## src/rtl/uart_pkg.sv

```systemverilog
// Shared types and constants for the UART transmit path.
package uart_pkg;

  typedef enum logic [2:0] {
    StIdle,
    StStart,
    StData,
    StParity,
    StStop
  } state_e;

  localparam int unsigned PARITY_NONE = 0;
  localparam int unsigned PARITY_ODD  = 1;
  localparam int unsigned PARITY_EVEN = 2;

  localparam logic IDLE_LEVEL = 1'b1;

  // Holds 0..DATA_BITS-1 for any legal DATA_BITS (5..8).
  localparam int unsigned CNT_W = 3;

  // Narrower data is zero-extended, which leaves the XOR reduction unchanged.
  function automatic logic calc_parity(input int unsigned mode, input logic [7:0] data);
    return (mode == PARITY_ODD) ? ~^data : ^data;
  endfunction

endpackage

```

## src/rtl/uart_tx_serializer.sv

```systemverilog
// UART transmit serializer: one-entry holding register feeding a baud-tick driven framer.
module uart_tx_serializer
  import uart_pkg::*;
#(
  parameter int unsigned DATA_BITS = 8,
  parameter int unsigned PARITY    = 0,
  parameter int unsigned STOP_BITS = 1
) (
  input  logic                 clk,
  input  logic                 rst_n,
  input  logic                 baud_tick,
  input  logic [DATA_BITS-1:0] tx_data,
  input  logic                 tx_valid,
  output logic                 tx_ready,
  output logic                 txd,
  output logic                 tx_busy
);

  state_e               r_state;
  state_e               w_state_next;
  logic                 r_tx_ready;
  logic [DATA_BITS-1:0] r_hold_data;
  logic [DATA_BITS-1:0] r_shift;
  logic [CNT_W-1:0]     r_bit_cnt;
  logic                 r_stop_cnt;
  logic                 r_parity;
  logic                 r_txd;

  logic [DATA_BITS-1:0] w_shift_next;
  logic [CNT_W-1:0]     w_bit_cnt_next;
  logic                 w_stop_cnt_next;
  logic                 w_parity_next;
  logic                 w_txd_next;
  logic                 w_hold_full;
  logic                 w_last_data;
  logic                 w_last_stop;
  logic                 w_load;

  assign w_hold_full = ~r_tx_ready;
  assign w_last_data = (r_bit_cnt == CNT_W'(DATA_BITS - 1));
  assign w_last_stop = (r_stop_cnt == 1'(STOP_BITS - 1));

  // A byte leaves the holding register only at a frame boundary tick.
  assign w_load = baud_tick & w_hold_full &
                  ((r_state == StIdle) | ((r_state == StStop) & w_last_stop));

  always_ff @(posedge clk or negedge rst_n) begin
    if (!rst_n) begin
      r_tx_ready  <= 1'b1;
      r_hold_data <= '0;
    end else if (w_load) begin
      r_tx_ready  <= 1'b1;
    end else if (tx_valid && r_tx_ready) begin
      r_tx_ready  <= 1'b0;
      r_hold_data <= tx_data;
    end
  end

  always_ff @(posedge clk or negedge rst_n) begin
    if (!rst_n) begin
      r_state <= StIdle;
    end else begin
      r_state <= w_state_next;
    end
  end

  always_comb begin
    w_state_next = r_state;
    if (baud_tick) begin
      unique case (r_state)
        StIdle:   if (w_hold_full) w_state_next = StStart;
        StStart:  w_state_next = StData;
        StData: begin
          if (w_last_data) w_state_next = (PARITY != PARITY_NONE) ? StParity : StStop;
        end
        StParity: w_state_next = StStop;
        StStop: begin
          if (w_last_stop) w_state_next = w_hold_full ? StStart : StIdle;
        end
        default:  w_state_next = StIdle;
      endcase
    end
  end

  always_comb begin
    w_txd_next      = r_txd;
    w_shift_next    = r_shift;
    w_bit_cnt_next  = r_bit_cnt;
    w_stop_cnt_next = r_stop_cnt;
    w_parity_next   = r_parity;
    if (w_load) begin
      w_shift_next  = r_hold_data;
      w_parity_next = calc_parity(PARITY, 8'(r_hold_data));
      w_txd_next    = 1'b0;
    end else if (baud_tick) begin
      unique case (r_state)
        StStart: begin
          w_txd_next     = r_shift[0];
          w_shift_next   = r_shift >> 1;
          w_bit_cnt_next = '0;
        end
        StData: begin
          if (!w_last_data) begin
            w_txd_next     = r_shift[0];
            w_shift_next   = r_shift >> 1;
            w_bit_cnt_next = r_bit_cnt + 1'b1;
          end else begin
            w_txd_next      = (PARITY != PARITY_NONE) ? r_parity : IDLE_LEVEL;
            w_stop_cnt_next = 1'b0;
          end
        end
        StParity: begin
          w_txd_next      = IDLE_LEVEL;
          w_stop_cnt_next = 1'b0;
        end
        StStop: begin
          w_txd_next = IDLE_LEVEL;
          if (!w_last_stop) w_stop_cnt_next = r_stop_cnt + 1'b1;
        end
        default: w_txd_next = IDLE_LEVEL;
      endcase
    end
  end

  always_ff @(posedge clk or negedge rst_n) begin
    if (!rst_n) begin
      r_txd      <= IDLE_LEVEL;
      r_shift    <= '0;
      r_bit_cnt  <= '0;
      r_stop_cnt <= 1'b0;
      r_parity   <= 1'b0;
    end else begin
      r_txd      <= w_txd_next;
      r_shift    <= w_shift_next;
      r_bit_cnt  <= w_bit_cnt_next;
      r_stop_cnt <= w_stop_cnt_next;
      r_parity   <= w_parity_next;
    end
  end

  assign txd      = r_txd;
  assign tx_ready = r_tx_ready;
  assign tx_busy  = (r_state != StIdle) | w_hold_full;

endmodule

```

## config.mk

```make
export PLATFORM = sky130hd
export DESIGN_NAME = uart_tx_serializer
export DESIGN_NICKNAME = d
export VERILOG_FILES = /design/src/rtl/uart_pkg.sv /design/src/rtl/uart_tx_serializer.sv
export SDC_FILE = /design/constraint.sdc
export NUM_CORES = 1
export LEC_CHECK = 0
export BUFFER_PORTS_ARGS = -buffer_cell sky130_fd_sc_hd__buf_2
export CORE_UTILIZATION = 35
export CTS_CLUSTER_DIAMETER = 100
export DETAILED_ROUTE_END_ITERATION = 10
export PLACE_DENSITY = 0.52
export SLEW_MARGIN = 20
export SYNTH_ARGS = -nofsm -noshare
export SYNTH_HDL_FRONTEND = slang
export SYNTH_SLANG_ARGS = --single-unit
```

## constraint.sdc

```tcl
create_clock -name clk -period 1.6 [get_ports clk]
set_clock_uncertainty 0.1 [all_clocks]
set_input_delay 0.16 -clock clk [delete_from_list [all_inputs] [get_ports clk]]
set_output_delay 0.16 -clock clk [all_outputs]
set_load 0.02 [all_outputs]
```

==> metrics, run 1 <==
outcome finished, violations left; failing checks negative setup slack; element type at the critical path end flip-flop; library cells used by synthesis 28; Vias 879; Mapped Cells 90; WHS 0.0936 ns; first-pass iteration count of the detailed router 3; final core occ 0.552; CTS H-tree depth 1; 1st-iter DRT viols 32; relative slew slack 0.652; Layout Cells excl Fill 181; Die ar. 0.00353 sq mm; GPL Wtd Cong 0.769; core footprint 0.00310 sq mm; Syn Std Cell Area 0.00115 sq mm; CP Class flip-flop to flip-flop; ys async rst share 1.00; CTS Buf Count 3; GRT overflow 0; fmax 0.573 GHz; clock root cell clkbuf_4; Slew Viols, Final 0; DP Wirelength 1690 microns; number of global-route vias before repair 893; Final Total Pwr 3.15 mW; Final ANT Viol Nets 0; clock tree sinks 24; RSZ-0062 raised after global routing yes; # port buffers 14; final period utilization 1.09; CP Data Arrival Time 1.85 ns; Period minus WS final 1.74 ns; yosys warns 0; CTS tree built; peak supply drop 805 uV; Setup TNS -1.13 ns; global-route wire length before repair 4220 microns; CP Max Fanout 6; Die W 59.4 microns; worst slew pin tran 0.522 ns; Initial Util 0.372; NumNets Final 152; Layout area overhead 48.3%; Detailed Route WL 2500 microns; initial antenna violation count 0; Longest Clk Path Bufs 2; final hold vios 0; Post-synth EDFFs 0; Top FF cell, synth dfrtp_1; worst hold path class input pin to flip-flop; Critical Path RT 1.71 ns; P per Cell Area 1840 mW/mm^2; largest net degree at the start of global routing 25; Clock Pin Slew Worst Setup and Hold Paths 0.14 ns; Die Y 59.4 microns; Post-Syn Nets 104; drt drc 0; leakage power 0.789 nW; flops & latches, synth 24; Worst Setup Start Kind flip-flop; layout cell share with drive strength beyond 1 0.518; clk_lat worst skew 0.32 ns; # setup viols final 11; # rows 20; GRT Total Usage 0.163; Inserted Diodes 0; max-cap viol count 0; num ports 15; average wire per standard cell 13.8 microns; Avg Cell Area, Syn 12.8 sq um; Vias per Instance 4.86; Worst Setup Slack, final -0.145 ns; post-synthesis sequential area ratio 0.522; Placed Cells 161
==> layout by cell type, fill, tap and decap left out, drive strengths merged, types with 3 or more instances in the layout <==
cell and n:
buf 36, clkbuf 3, dfrtp 22, dlygate4sd3 10, inv 4, mux2 21, nand2 6, nor2 3
o211ai 3, o21ai 6
==> power breakdown <==
part           leakage, nW  switching, mW  total (mW)  internal, mW
logic                0.465          0.636        1.61         0.975
registers            0.296          0.195        1.10         0.904
clock network       0.0279          0.183       0.437         0.253
total                0.789           1.01        3.15          2.13
==> worst max-delay path, cell delays in order, from the launching register on <==
cell and delay, ns:
dfrtp_1 0.41, ha_2 0.20, ha_4 0.18, nor3b_4 0.18, o311a_4 0.25, mux2_4 0.31
==> state kept, by name, summed over array words and instances, names as in the netlist <==
name         cells
r_bit_cnt        3
r_hold_data      8
r_shift          8
r_state          3
tx_ready         1
txd              1
==> cell type report <==
| type | count | area (sq um) |
|---|---|---|
| Sequential cell | 24 | 603 |
| Clock buffer | 3 | 22.5 |
| Timing Repair Buffer | 46 | 368 |
| Tap cell | 44 | 55.1 |
| Clock inverter | 1 | 30.0 |
| Inverter | 4 | 15.0 |
| Fill cell | 294 | 1390 |
| Multi-Input combinational cell | 59 | 619 |
==> routing by layer <==
layer	wire, microns	GRT usage
met5	0	0
met4	19	0.0374
met3	71	0.0459
met2	1260	0.268
met1	1150	0.212
==> metrics by stage <==
stage                     setup WS [ns]  cell area [sq um]
after CTS                        -0.152               1670
final                            -0.145               1710
after global placement          -0.0951               1430
after detailed placement         -0.143               1430
after floorplan                 -0.0851               1200
after global routing             -0.209               1710
==> kinds of logic (layout without fill, tap and decap cells) <==
group,after synthesis,after routing,share of synthesized area
adders and majority gates,2,2,0.0217
buffers and inverters,7,54,0.0249
DFF,24,24,0.522
AOI/OAI and AO/OA,16,16,0.105
and+or+nand+nor,20,20,0.121
muxes,21,21,0.205
==> Yosys cell counts, types with 2 or more instances <==
cell | instances | area, sq um
and3_1 | 2 | 12.5
buf_2 | 2 | 10.0
dfrtp_1 | 22 | 551
dfstp_2 | 2 | 52.6
ha_1 | 2 | 25.0
inv_1 | 4 | 15.0
mux2_1 | 11 | 124
mux2_2 | 10 | 113
nand2_1 | 6 | 22.5
nor2_1 | 3 | 11.3
nor2b_1 | 2 | 12.5
o211ai_1 | 3 | 22.5
o21ai_0 | 6 | 30.0
==> worst paths after layout <==
kind,from,to,slack (ns),depth (start not counted)
min,baud_tick,r_state[0],0.09,3
min in group asynchronous,rst_n,r_hold_data[2],0.24,2
max,r_bit_cnt[1],r_shift[0],-0.14,5
max in group asynchronous,rst_n,tx_ready,0.79,2
min reg2reg,r_hold_data[5],r_shift[5],0.41,2
max reg2reg,r_bit_cnt[1],r_shift[0],-0.14,5
==> what timing repair did <==
action,in CTS,in global routing
hold buffers,10,0
setup buffers,5,2
endpoints found under the hold margin,31,0
resized for setup,16,6
pin swaps,6,2
gates cloned,0,0
setup endpoints to repair,12,13
Note: power is estimated with default switching activity, not from simulation.
==> run 2, diff against run 1 <==
--- a/config.mk
+++ b/config.mk
@@ -6,10 +6,11 @@
 export NUM_CORES = 1
 export LEC_CHECK = 0
 export BUFFER_PORTS_ARGS = -buffer_cell sky130_fd_sc_hd__buf_2
+export CORE_ASPECT_RATIO = 0.8
 export CORE_UTILIZATION = 35
 export CTS_CLUSTER_DIAMETER = 100
 export DETAILED_ROUTE_END_ITERATION = 10
-export PLACE_DENSITY = 0.52
+export PLACE_DENSITY = 0.54
 export SLEW_MARGIN = 20
 export SYNTH_ARGS = -nofsm -noshare
 export SYNTH_HDL_FRONTEND = slang
==> run 2 against run 1 <==
  * Largest cell class is now sequential cells
  * Clock power fell by 8.5%
  * Highest routed layer unchanged
  * Critical endpoint is now r_shift[3]
  * Global-route usage down 0.074 points
  * Worst setup slack better by 0.044 ns
  * The run still ends with negative setup slack left
  * Critical path type unchanged
  * Clock-buffer cell count is 1 higher
  * Largest power group unchanged
  * Wire length is 5.0% lower
  * Total power decreased by 4.4%
  * Final area fell by 6.8%
==> metrics, run 2 (synthesized netlist as in run 1, its figures left out) <==
number of global-route vias before repair 921 (+3.1%); CTS Buf Count 3 (unchanged); Setup TNS -0.802 ns (+0.333 ns); peak supply drop 734 uV (-8.8%); Vias per Instance 4.98 (+2.5%); clock tree sinks 24 (unchanged); R2R cell count 5 (unchanged); largest net degree at the start of global routing 25 (unchanged); core footprint 0.00311 sq mm (+0.16%); DP Wirelength 1740 microns (+2.9%); Fill cells 283 (-3.7%); Period minus WS final 1.70 ns (-0.0441 ns); outcome finished, violations left; R2R Path End r_shift[3]; hold endpoint r_hold_data[7]; 1st-iter DRT viols 20 (-38%); RSZ-0062 raised after global routing yes; # setup viols final 10 (-1); CP Class flip-flop to flip-flop; global-route wire length before repair 4190 microns (-0.81%); Clock Pin Slew Worst Setup and Hold Paths 0.08 ns (-0.06 ns); Worst Setup Slack, final -0.101 ns (+0.0441 ns); final period utilization 1.06 (-0.0276); Regs by FF count r_hold_data x8, r_shift x8; element type at the critical path end flip-flop; dpl cell area 0.00145 sq mm (+1.2%); Worst Hold Depth 2 (-1); Die ar. 0.00353 sq mm (about the same); Worst Setup Start Kind flip-flop; Placed Cells 160 (-0.62%); average wire per standard cell 14.2 microns (+2.9%); failing checks negative setup slack; CP Max Fanout 6 (unchanged); max-cap viol count 0 (unchanged); reg-to-reg startpoint r_bit_cnt[0]; fmax 0.588 GHz (+2.6%); GRT Total Usage 0.162 (-0.000738); internal reg-to-reg setup slack -0.10 ns (+0.04 ns); clock root cell clkbuf_8; Final Total Pwr 3.01 mW (-4.4%); CTS tree built; Inserted Diodes 0 (unchanged); GPL Wtd Cong 0.741 (-3.7%); num ports 15 (unchanged); Detailed Route WL 2370 microns (-5.0%); GRT overflow 0 (unchanged); worst hold path class input pin to flip-flop; most frequent cells in the layout dfrtp_1, buf_2, buf_4, mux2_4; first-pass iteration count of the detailed router 4 (+1); P per Cell Area 1880 mW/mm^2 (+2.5%); CTS H-tree depth 1 (unchanged); CP Data Arrival Time 1.75 ns (-0.10 ns); Vias 831 (-5.5%); # port buffers 14 (unchanged); Initial Util 0.372 (-0.000599); NumNets Final 142 (-6.6%); Layout area overhead 38.2%; worst slew pin tran 0.518 ns (-0.00464 ns); final hold vios 0 (unchanged); relative slew slack 0.655 (+0.00309); Layout Cells excl Fill 167 (-7.7%); layout cell share with drive strength beyond 1 0.535 (+0.0172); Design Area, Final 0.00160 sq mm (-6.8%); Hold Crit Start tx_data[7]; drt drc 0 (unchanged); leading cell type in the layout, fill and taps excluded dfrtp_1; Die W 66.2 microns (+11%); Slew Viols, Final 0 (unchanged); Final ANT Viol Nets 0 (unchanged); Critical Path RT 1.65 ns (-0.06 ns); Longest Clk Path Bufs 2 (unchanged); # rows 18 (-10%); WHS 0.0253 ns (-0.0683 ns); Die Y 53.4 microns (-10%); initial antenna violation count 0 (unchanged); clk_lat worst skew 0.26 ns (-0.06 ns); leakage power 0.743 nW (-5.9%)
==> run 2: cell count changes in the layout (fill, tap and decap cells not counted), sizes merged <==
cell         delta
buf             -2
bufinv          -1
clkbuf          +1
dlygate4sd3     -8
==> run 2: layer usage <==
| layer | global-route usage | vias up | routed length [microns] | part of all wire |
|---|---|---|---|---|
| li1 | - | 400 | - | - |
| met5 | 0 | - | 0 | 0 |
| met4 | 0.0426 | 0 | 10 | 0.0042 |
| met3 | 0.0453 | 2 | 67 | 0.028 |
| met2 | 0.262 | 11 | 1110 | 0.47 |
| met1 | 0.213 | 418 | 1180 | 0.50 |
==> run 2: what timing repair did <==
item	CTS	global route
pin swaps	6	4
gates resized for setup	16	2
hold buffers	2	0
setup endpoints to repair	11	12
buffers inserted	3	0
endpoints found under the hold margin	23	0
==> run 2: power breakdown <==
part / total [mW] / internal, mW / switching (mW)
clock network: 0.400 / 0.219 / 0.181
registers: 1.10 / 0.909 / 0.187
logic: 1.51 / 0.909 / 0.603
==> run 2: worst max-delay path by stage <==
stage	endpoint	startpoint	slack, ns	depth (start not counted)
2_1_floorplan	r_bit_cnt[1]	r_bit_cnt[0]	-0.09	5
3_3_place_gp	r_bit_cnt[0]	r_bit_cnt[1]	-0.1	5
3_5_place_dp	r_shift[0]	r_bit_cnt[1]	-0.13	5
4_1_cts	r_shift[2]	r_bit_cnt[0]	-0.11	5
5_1_grt	r_shift[3]	r_bit_cnt[0]	-0.15	5
6_report	r_shift[3]	r_bit_cnt[0]	-0.10	5
==> run 2: layout make-up <==
class                           count  area, sq um  share of cell area
Sequential cell                    24          604               0.379
Multi-Input combinational cell     59          599               0.375
Timing Repair Buffer               36          273               0.171
Clock buffer                        4         55.1              0.0345
Tap cell                           40         50.0              0.0313
Inverter                            4         15.0             0.00940
==> run 2: metrics by stage <==
step           setup WS (ns)   util
6_report              -0.101  0.514
5_1_grt               -0.146  0.514
4_1_cts               -0.111  0.512
3_5_place_dp          -0.128  0.466
3_3_place_gp         -0.0960  0.466
2_1_floorplan        -0.0851      -
==> run 2: critical path, cell delays in order (launching register included) <==
cell and delay (ns):
dfrtp_1 0.39, ha_2 0.20, ha_4 0.17, nor3b_2 0.17
o311a_4 0.25, mux2_4 0.31
